### src/rtl/qpsk_llr_demapper_pkg.sv
// Shared constants and FSM state type for the BPSK/QPSK soft-demapper family.
package qpsk_llr_demapper_pkg;

    localparam int LLR_W   = 6;
    localparam int N_SYM   = 432;
    localparam int LLR_SAT = (1 << (LLR_W - 1)) - 1;

    typedef enum logic [1:0] {
        IDLE   = 2'd0,
        SEND_I = 2'd1,
        SEND_Q = 2'd2
    } demap_state_t;

endpackage

### src/rtl/qpsk_llr_demapper_llr_scale_sat.sv
// One LLR lane: signed component times unsigned scale, arithmetic shift, then
// symmetric saturation so the most negative code never appears.
module llr_scale_sat
#(
    parameter int IN_W    = 8,
    parameter int SCALE_W = 8,
    parameter int SHIFT   = 4,
    parameter int LLR_W   = 6
)
(
    input  logic signed [IN_W-1:0]    x,
    input  logic        [SCALE_W-1:0] scale,
    output logic signed [LLR_W-1:0]   y
);
    import qpsk_llr_demapper_pkg::*;

    localparam int PW  = IN_W + SCALE_W + 1;
    localparam int SAT = (1 << (LLR_W - 1)) - 1;
    localparam logic signed [PW-1:0] SAT_HI = PW'(SAT);
    localparam logic signed [PW-1:0] SAT_LO = -SAT_HI;

    logic signed [PW-1:0] x_ext;
    logic signed [PW-1:0] s_ext;
    logic signed [PW-1:0] prod;
    logic signed [PW-1:0] shifted;

    // The scale is zero-extended so it always acts as a non-negative factor.
    assign x_ext   = {{(PW - IN_W){x[IN_W-1]}}, x};
    assign s_ext   = {{(PW - SCALE_W){1'b0}}, scale};
    assign prod    = x_ext * s_ext;
    assign shifted = prod >>> SHIFT;

    always_comb begin
        y = shifted[LLR_W-1:0];
        if (shifted > SAT_HI) begin
            y = SAT_HI[LLR_W-1:0];
        end else if (shifted < SAT_LO) begin
            y = SAT_LO[LLR_W-1:0];
        end
    end

endmodule

### src/rtl/qpsk_llr_demapper.sv
// Soft QPSK demapper: one I/Q symbol in, two saturated LLRs out (I then Q),
// with a block-last flag on the final LLR of every N_SYM-symbol block.
module qpsk_llr_demapper
#(
    parameter int FP      = 16,
    parameter int SCALE_W = 8,
    parameter int SHIFT   = 4,
    parameter int LLR_W   = 6,
    parameter int N_SYM   = 432
)
(
    input  logic                      clk,
    input  logic                      rst,
    input  logic signed [FP/2-1:0]    in_i,
    input  logic signed [FP/2-1:0]    in_q,
    input  logic                      in_valid,
    output logic                      in_ready,
    input  logic        [SCALE_W-1:0] scale,
    output logic signed [LLR_W-1:0]   llr,
    output logic                      out_valid,
    input  logic                      out_ready,
    output logic                      out_last,
    output logic        [1:0]         state_dbg
);
    import qpsk_llr_demapper_pkg::*;

    localparam int CNT_W = $clog2(N_SYM);

    // Handshake: a transfer happens on a rising edge where valid and ready are
    // both high; valid never depends on ready, and held data stays stable.

    demap_state_t state_q;
    demap_state_t state_d;

    logic signed [LLR_W-1:0] llr_i_new;
    logic signed [LLR_W-1:0] llr_q_new;
    logic signed [LLR_W-1:0] llr_i_r;
    logic signed [LLR_W-1:0] llr_q_r;
    logic        [CNT_W-1:0] sym_cnt;
    logic                    accept;
    logic                    q_done;
    logic                    cnt_at_last;

    llr_scale_sat #(
        .IN_W    (FP/2),
        .SCALE_W (SCALE_W),
        .SHIFT   (SHIFT),
        .LLR_W   (LLR_W)
    ) u_lane_i (
        .x     (in_i),
        .scale (scale),
        .y     (llr_i_new)
    );

    llr_scale_sat #(
        .IN_W    (FP/2),
        .SCALE_W (SCALE_W),
        .SHIFT   (SHIFT),
        .LLR_W   (LLR_W)
    ) u_lane_q (
        .x     (in_q),
        .scale (scale),
        .y     (llr_q_new)
    );

    assign cnt_at_last = (sym_cnt == CNT_W'(N_SYM - 1));
    assign state_dbg   = state_q;

    always_comb begin
        state_d  = state_q;
        in_ready = 1'b0;
        accept   = 1'b0;
        q_done   = 1'b0;
        case (state_q)
            IDLE: begin
                in_ready = 1'b1;
                if (in_valid) begin
                    accept  = 1'b1;
                    state_d = SEND_I;
                end
            end
            SEND_I: begin
                if (out_ready) begin
                    state_d = SEND_Q;
                end
            end
            SEND_Q: begin
                // Q going out frees the lane registers, so a new symbol can
                // land in the same cycle and the stream stays gap-free.
                in_ready = out_ready;
                if (out_ready) begin
                    q_done = 1'b1;
                    if (in_valid) begin
                        accept  = 1'b1;
                        state_d = SEND_I;
                    end else begin
                        state_d = IDLE;
                    end
                end
            end
            default: begin
                state_d = IDLE;
            end
        endcase
    end

    always_ff @(posedge clk or posedge rst) begin
        if (rst) begin
            state_q <= IDLE;
        end else begin
            state_q <= state_d;
        end
    end

    always_ff @(posedge clk or posedge rst) begin
        if (rst) begin
            llr_i_r <= '0;
            llr_q_r <= '0;
        end else if (accept) begin
            llr_i_r <= llr_i_new;
            llr_q_r <= llr_q_new;
        end
    end

    always_ff @(posedge clk or posedge rst) begin
        if (rst) begin
            sym_cnt <= '0;
        end else if (q_done) begin
            sym_cnt <= cnt_at_last ? '0 : sym_cnt + CNT_W'(1);
        end
    end

    // Outputs are loaded from the next state so they line up with state_q.
    // The counter only moves when leaving SEND_Q, so on entry to SEND_Q it
    // still holds the index of the symbol being sent.
    always_ff @(posedge clk or posedge rst) begin
        if (rst) begin
            llr       <= '0;
            out_valid <= 1'b0;
            out_last  <= 1'b0;
        end else begin
            case (state_d)
                SEND_I: begin
                    llr       <= accept ? llr_i_new : llr_i_r;
                    out_valid <= 1'b1;
                    out_last  <= 1'b0;
                end
                SEND_Q: begin
                    llr       <= llr_q_r;
                    out_valid <= 1'b1;
                    out_last  <= cnt_at_last;
                end
                default: begin
                    out_valid <= 1'b0;
                    out_last  <= 1'b0;
                end
            endcase
        end
    end

endmodule
### config.mk
export PLATFORM = sky130hd
export DESIGN_NAME = qpsk_llr_demapper
export DESIGN_NICKNAME = d
export VERILOG_FILES = /design/src/rtl/qpsk_llr_demapper_pkg.sv /design/src/rtl/qpsk_llr_demapper_llr_scale_sat.sv /design/src/rtl/qpsk_llr_demapper.sv
export SDC_FILE = /design/constraint.sdc
export NUM_CORES = 1
export LEC_CHECK = 0
export CAP_MARGIN = 30
export CORE_ASPECT_RATIO = 1.75
export CORE_MARGIN = 1.5
export CORE_UTILIZATION = 55
export DETAILED_ROUTE_END_ITERATION = 10
export PLACE_DENSITY = 0.83
export SYNTH_ARGS = -nofsm -noshare
export SYNTH_HDL_FRONTEND = slang
export SYNTH_SLANG_ARGS = --single-unit
### constraint.sdc
create_clock -name clk -period 2.44 [get_ports clk]
set_input_delay 0.244 -clock clk [delete_from_list [all_inputs] [get_ports clk]]
set_output_delay 0.244 -clock clk [all_outputs]
set_load 0.01 [all_outputs]
==> run_results.csv, run 1 <==
group,metric,value,unit
timing,drv_slew,0,
die,coreArea,0.0107,mm^2
final_layout,fin_cells,989,
outcome,outcome,"finished with violations",
clock_network,clockBufferDepth,2,
placement,port_buffers,38,
final_layout,layout-drive-gt1-share,33.5,%
yosys,yosysTopAreaCell,"fa_1",
critical_path,crit_required,2.60,ns
timing,finalSetupViolations,18,
yosys,yosysSeqAreaShare,12.9,%
power,switching_share,46.1,%
timing,rsz0062_at_grt,"yes",
critical_path,critPathCaptureType,"register",
power,p_sw,0.00383,W
timing,max_slew.worst_pin.slew,0.566,ns
yosys,synthArstFlopShare,100,%
final_layout,num-fill-cells,626,
placement,routabilityCongestion,0.984,
detailed_routing,wirelength,18.7,mm
yosys,synth_cell_types,57,
timing,fin_skew,0.00597,ns
detailed_routing,post_drt_wl_per_cell,18.9,um
power,leakagePower,4.17,nW
detailed_routing,vias,5773,
power,p_clk_share,7.1,%
timing,tns,-41.21,ns
detailed_routing,viasPerCell,5.84,
die,die-area,0.0116,mm^2
worst_hold_path,hold_class,"input port to asynchronous set/reset pin",
detailed_routing,drt_pass1_iterations,5,
power,pwr-share-comb,83.0,%
clock_network,clock_sinks,31,
clock_network,clk_latency,0.28,ns
timing,period_share,198,%
timing,relSlewSlack,62.2,%
clock_network,htreeDepth,2,
clock_network,clockRootBuffer,"clkbuf_16",
yosys,synth_area,0.00603,mm^2
outcome,violations,"negative setup slack",
global_route,grt_pass1_wl,27.9,mm
die,die_h,141,um
final_layout,multi_input_area,0.00538,mm^2
clock_network,path_clk_slew,0.05,ns
die,start_util,56.3,%
final_layout,fin_nets,1044,
critical_path,cp-start-kind,"input port",
timing,hold_violations,0,
global_route,grt_remaining_overflow,0,
yosys,synthFlopType,"dfrtp_1",
clock_network,cts_hold_buf,0,
final_layout,final_cell_mix,"118 x buf_4, 90 x inv_1, 69 x ha_1",
yosys,ys_top_cells_by_area,"fa_1 24%, ha_1 18%, dfrtp_1 13%",
yosys,syn-num-nets,876,
timing,fmax,206,MHz
final_layout,syn2layout_area_growth,38.5,%
placement,hpwl,13.1,mm
final_layout,num_antenna_cells,0,
global_route,grt_pass1_vias,6104,
power,seqPwrFrac,9.9,%
yosys,synth_edf_count,0,
die,die_w,82.1,um
global_route,grt_max_degree,32,
timing,fin_ws,-2.40,ns
final_layout,final_common_cell,"buf_4",
yosys,synth_seq_cells,31,
clock_network,cts_tree,"done",
power,peakVddDrop,0.000914,V
die,rows,50,
detailed_routing,drc,0,
critical_path,worstPathArrival,5.00,ns
power,pwr_density_cell,996,mW/mm^2
run,drv_cap,0,
die,num_io_pins,39,
detailed_routing,ant_nets,0,
power,intPower,0.00448,W
placement,placed_cells_incl_taps,941,
global_route,antenna_found_initial,0,
global_route,grtUsageTotal,31.4,%
final_layout,ff_latch_area,776,um^2
yosys,yosysWarnings,0,
yosys,synth_cells,690,
critical_path,crit_fanout,4,
timing,fin_crit,4.84,ns
yosys,synth_top_cell_area_share,23.9,%
yosys,syn_area_per_cell,8.73,um^2
critical_path,criticalPathCategory,"input port to register",
clock_network,cts_buffers,5,
detailed_routing,drt_iter0_drc,396,
## synth_stat cells (all sizes together), types with 3 or more instances
master	count
a211o	4
a211oi	7
a21o	11
a21oi	24
a22o	3
a31o	3
and2	80
and3	7
clkbuf	14
dfrtp	31
fa	72
ha	86
inv	108
nand2	60
nand2b	9
nand3	9
nand4	5
nor2	49
nor3	5
o211ai	5
o21a	5
o21ai	25
o21bai	3
o221a	4
or2	4
or3	4
xnor2	13
xor2	12
## power groups by stage
stage               registers [W]  clock network, W  logic (W)
global route             0.000838          0.000624    0.00742
detailed placement       0.000823                 0    0.00545
CTS                      0.000814          0.000598    0.00608
global placement         0.000808                 0    0.00520
floorplan                0.000817                 0    0.00348
finish                   0.000820          0.000593    0.00690
## layer usage
layer / GRT usage, % / routed length (um) / up-vias
li1: - / - / 2599
met1: 31.1 / 6340 / 2863
met2: 59.4 / 10500 / 215
met3: 3.54 / 612 / 96
met4: 18.5 / 1300 / 0
met5: 0 / 0 / -
## critical path, cell delays in order
cell and delay [ns]:
buf_8 0.10, buf_8 0.12, buf_6 0.11, and2_4 0.15, fa_1 0.57, fa_1 0.47
fa_1 0.58, inv_2 0.07, fa_1 0.55, inv_2 0.05, ha_4 0.28, o21ai_4 0.06
inv_2 0.07, a211oi_4 0.06, buf_4 0.14, or2_4 0.24, a311o_1 0.39, nor4_2 0.19
and3_1 0.22, o21ai_2 0.09, o221a_1 0.25
## cell type report
type / instances / share of cell area (%)
Inverter: 109 / 4.95
Timing Repair Buffer: 177 / 17.7
Clock inverter: 2 / 0.150
Sequential cell: 31 / 9.29
Clock buffer: 6 / 1.54
Tap cell: 130 / 1.95
Multi-Input combinational cell: 534 / 64.4
## metrics by stage
| step | cell area [um^2] | total power (W) | util [%] | worst slack [ns] | hold slack, ns |
|---|---|---|---|---|---|
| 2_1_floorplan | 6300 | 0.00430 | - | -1.96 | 0.348 |
| 3_3_place_gp | 7480 | 0.00601 | 70.0 | -2.96 | 0.470 |
| 3_5_place_dp | 7480 | 0.00628 | 70.0 | -3.02 | 0.474 |
| 4_1_cts | 8080 | 0.00749 | 75.5 | -2.46 | 0.364 |
| 5_1_grt | 8350 | 0.00888 | 78.0 | -2.57 | 0.405 |
| 6_report | 8350 | 0.00831 | 78.0 | -2.40 | 0.347 |
## cell families after synthesis
family / synth area share, %
adder cells (fa/ha/maj): 41.8
flip-flops: 12.9
XOR/XNOR: 3.94
buffers and inverters: 7.87
AND/OR/NAND/NOR: 20.6
AO/OA/AOI/OAI: 12.6
multiplexers: 0.332
## path summary, 6_finish.rpt
path,from,end,slack (ns),cells after the start
max in group asynchronous,rst,llr_q_r[5],1.81,3
max,scale[4],llr_q_r[1],-2.40,21
min,rst,sym_cnt[0],0.35,3
min reg2reg,llr_q_r[5],llr_q_r[5],0.49,2
max reg2reg,state_dbg[1],llr[4],0.25,9
min in group clk,llr_q_r[5],llr_q_r[5],0.49,2
## flip-flops by register name, summed over array words and instances, names as in the netlist
| register | cells |
|---|---|
| out_valid | 1 |
| sym_cnt | 9 |
| llr_i_r | 6 |
| llr | 6 |
| out_last | 1 |
| llr_q_r | 6 |
| state_dbg | 2 |
## what timing repair did
item	4_1_cts	5_1_grt
hold endpoints to repair	0	0
pin swaps	62	67
gates resized for setup	114	87
setup buffers	26	16
gates cloned	1	0
endpoints found under the setup margin	18	18
(Power assumes the default switching activity.)
==> inputs of run 2 (changes only) <==
SYNTH_HIERARCHICAL = 1   (was default)
==> run_results.csv, run 2 <==
group,metric,value,unit
placement,hpwl,13.8,mm
yosys,synth_top_cell_area_share,23.0,%
die,num_io_pins,39,
detailed_routing,ant_nets,0,
timing,finalSetupViolations,18,
final_layout,num_antenna_cells,0,
timing,rsz0062_at_grt,"yes",
yosys,synth.most_common_cell,"inv_1",
detailed_routing,drt_pass1_iterations,5,
timing,max_slew.worst_pin.slew,0.585,ns
clock_network,cts_hold_buf,0,
critical_path,cp-start-kind,"input port",
global_route,grt_pass1_vias,6438,
clock_network,clockRootBuffer,"clkbuf_16",
detailed_routing,post_drt_wl_per_cell,19.7,um
yosys,yosysTopAreaCell,"fa_1",
final_layout,final_cell_mix,"119 x buf_4, 99 x inv_1, 72 x ha_1",
global_route,antenna_found_initial,0,
clock_network,clk_latency,0.27,ns
critical_path,criticalPathCategory,"input port to register",
yosys,ys_top_cells_by_area,"fa_1 23%, ha_1 17%, dfrtp_1 12%",
yosys,yosysSeqAreaShare,12.4,%
power,p_sw,0.00429,W
global_route,grt_remaining_overflow,0,
critical_path,r2r_cells,8,
yosys,synthFlopType,"dfrtp_1",
yosys,synth_cells,686,
timing,period_share,206,%
global_route,grt_pass1_wl,29.4,mm
critical_path,crit_fanout,4,
die,start_util,56.5,%
timing,tns,-42.16,ns
critical_path,crit_required,2.65,ns
timing,hold_violations,0,
critical_path,crit_family,"adder cells",
power,leakagePower,4.23,nW
die,die_h,144,um
global_route,use_met3,3.37,%
critical_path,cpPeakStageDelay,0.51,ns
final_layout,fin_nets,1050,
die,coreArea,0.0111,mm^2
critical_path,r2r_slack,0.52,ns
yosys,synthArstFlopShare,100,%
yosys,synth_area,0.00627,mm^2
detailed_routing,drc,0,
critical_path,timing.rr.end,"llr[4]",
yosys,synth_commonest_cells,"113 x inv_1, 86 x ha_1, 72 x fa_1",
global_route,grt_max_degree,32,
yosys,synth_seq_cells,31,
power,pwr_density_cell,1100,mW/mm^2
power,pwr-share-comb,84.6,%
die,die_w,83.7,um
final_layout,design_area,0.00860,mm^2
outcome,violations,"negative setup slack",
timing,drv_slew,0,
yosys,syn-num-nets,872,
clock_network,clockBufferDepth,2,
power,switching_share,45.4,%
die,die-area,0.0121,mm^2
yosys,synth_cell_types,80,
final_layout,num-fill-cells,662,
clock_network,cts_tree,"done",
critical_path,crit_chain,"buf_8 > clkinvlp_4 > buf_6 > nor2_4 > fa_1 > fa_1 > fa_1 > inv_1 > fa_1 > inv_2 > ha_4 > o211ai_1 > o22ai_1 > o21bai_1 > a311o_1 > or2_0 > o41a_1 > o21ai_2 > mux2_4 > o31a_1",
critical_path,worstPathArrival,5.24,ns
placement,port_buffers,38,
worst_hold_path,hold_class,"input port to asynchronous set/reset pin",
placement,routabilityCongestion,0.959,
timing,fin_crit,5.03,ns
outcome,outcome,"finished with violations",
final_layout,final_common_cell,"buf_4",
run,drv_cap,0,
timing,fin_ws,-2.59,ns
yosys,yosysWarnings,6,
timing,fmax,199,MHz
global_route,grtUsageTotal,30.4,%
critical_path,critPathSlowestCell,"fa_1",
global_route,use_met2,62.0,%
yosys,synth_edf_count,0,
critical_path,critPathCaptureType,"register",
clock_network,clock_sinks,31,
yosys,syn_area_per_cell,9.15,um^2
final_layout,regMostFlops,"sym_cnt",
power,seqPwrFrac,8.7,%
final_layout,syn2layout_area_growth,37.1,%
detailed_routing,wirelength,19.7,mm
critical_path,crit_path_frequent_cell,"fa_1",
detailed_routing,vias,5893,
detailed_routing,drt_iter0_drc,324,
critical_path,r2r_start,"state_dbg[0]",
global_route,grt_use_met1,28.4,%
placement,placed_area,0.00778,mm^2
clock_network,path_clk_slew,0.05,ns
power,peakVddDrop,0.00103,V
timing,fin_skew,0.00515,ns
power,p_clk_share,6.7,%
global_route,top_usage_layer,"met2",
timing,relSlewSlack,60.8,%
final_layout,layout-drive-gt1-share,34.5,%
clock_network,cts_buffers,5,
die,rows,51,
detailed_routing,viasPerCell,5.91,
critical_path,path_buf_inv,5,
power,intPower,0.00516,W
final_layout,largest_reg_flops,9,
clock_network,htreeDepth,2,
[run 2: cell types whose count changed in the layout (fill, tap and decap cells not counted), sizes merged, moves of 4 or more]
cell         before  now
nand2            60   53
dlygate4sd2       4    0
o31a              0    6
nor4              2    6
and2             80   71
mux2              0   14
o21ai            25   21
a2bb2oi           0    8
o221a             4    0
inv             108  112
a21oi            24   15
buf             148  158
clkbuf           16    9
[run 2: worst min-delay path: cells and delay by family]
kind | cells | cell delay (ns)
buffers and inverters | 3 | 0.79
[run 2: metrics by stage]
stage | setup WS, ns | total power, W | hold slack [ns] | cells | util [%]
after floorplan | -2.27 | 0.00496 | 0.348 | 686 | -
after global placement | -3.02 | 0.00690 | 0.480 | 956 | 70.0
after detailed placement | -3.15 | 0.00716 | 0.479 | 956 | 70.0
after CTS | -2.42 | 0.00850 | 0.369 | 981 | 74.6
after global routing | -2.71 | 0.0100 | 0.414 | 997 | 77.5
final | -2.59 | 0.00945 | 0.353 | 997 | 77.5
[run 2: cell type report]
class / count / area (um^2) / area share, %
clock buffers: 8 / 156 / 1.82
inverters: 114 / 438 / 5.09
multi-input cells: 536 / 5590 / 65.0
flip-flops and latches: 31 / 776 / 9.02
well taps: 132 / 165 / 1.92
repair buffers: 176 / 1480 / 17.1
[run 2: worst max path at each step]
| stage | from | endpoint | slack (ns) | depth (start not counted) |
|---|---|---|---|---|
| after global placement | in_i[7] | llr[4] | -3.02 | 17 |
| after global routing | in_i[7] | llr[4] | -2.71 | 22 |
| final | in_i[7] | llr[1] | -2.59 | 20 |
| after floorplan | in_i[2] | llr[4] | -2.27 | 17 |
| after detailed placement | in_i[7] | llr[4] | -3.15 | 17 |
| after CTS | in_i[7] | llr[4] | -2.42 | 19 |
[run 2: power groups by stage]
stage | clock (W) | combinational (W) | sequential (W)
2_1_floorplan | 0 | 0.00416 | 0.000804
3_3_place_gp | 0 | 0.00610 | 0.000796
3_5_place_dp | 0 | 0.00635 | 0.000810
4_1_cts | 0.000644 | 0.00705 | 0.000811
5_1_grt | 0.000667 | 0.00852 | 0.000833
6_report | 0.000636 | 0.00799 | 0.000818
[run 2: cells by family (layout without fill, tap and decap cells)]
kind of cell / Yosys count / in the layout / share of synthesized area [%]
simple gates: 237 / 237 / 20.4
compound gates: 101 / 101 / 12.9
fa+ha+maj: 158 / 158 / 40.1
flops: 31 / 31 / 12.4
xor+xnor: 24 / 24 / 3.65
mux: 16 / 16 / 3.07
buf+inv: 119 / 298 / 7.52
[run 2: repair_timing]
action / 4_1_cts / 5_1_grt
setup endpoints to repair: 18 / 18
setup buffers: 15 / 16
pin swaps: 46 / 45
cloned: 2 / 0
resized for setup: 166 / 51
[run 2: per-layer routing]
layer,wire length (um),up-vias
li1,-,2639
met1,6460,2929
met2,11400,228
met3,569,97
met4,1290,0
met5,0,-
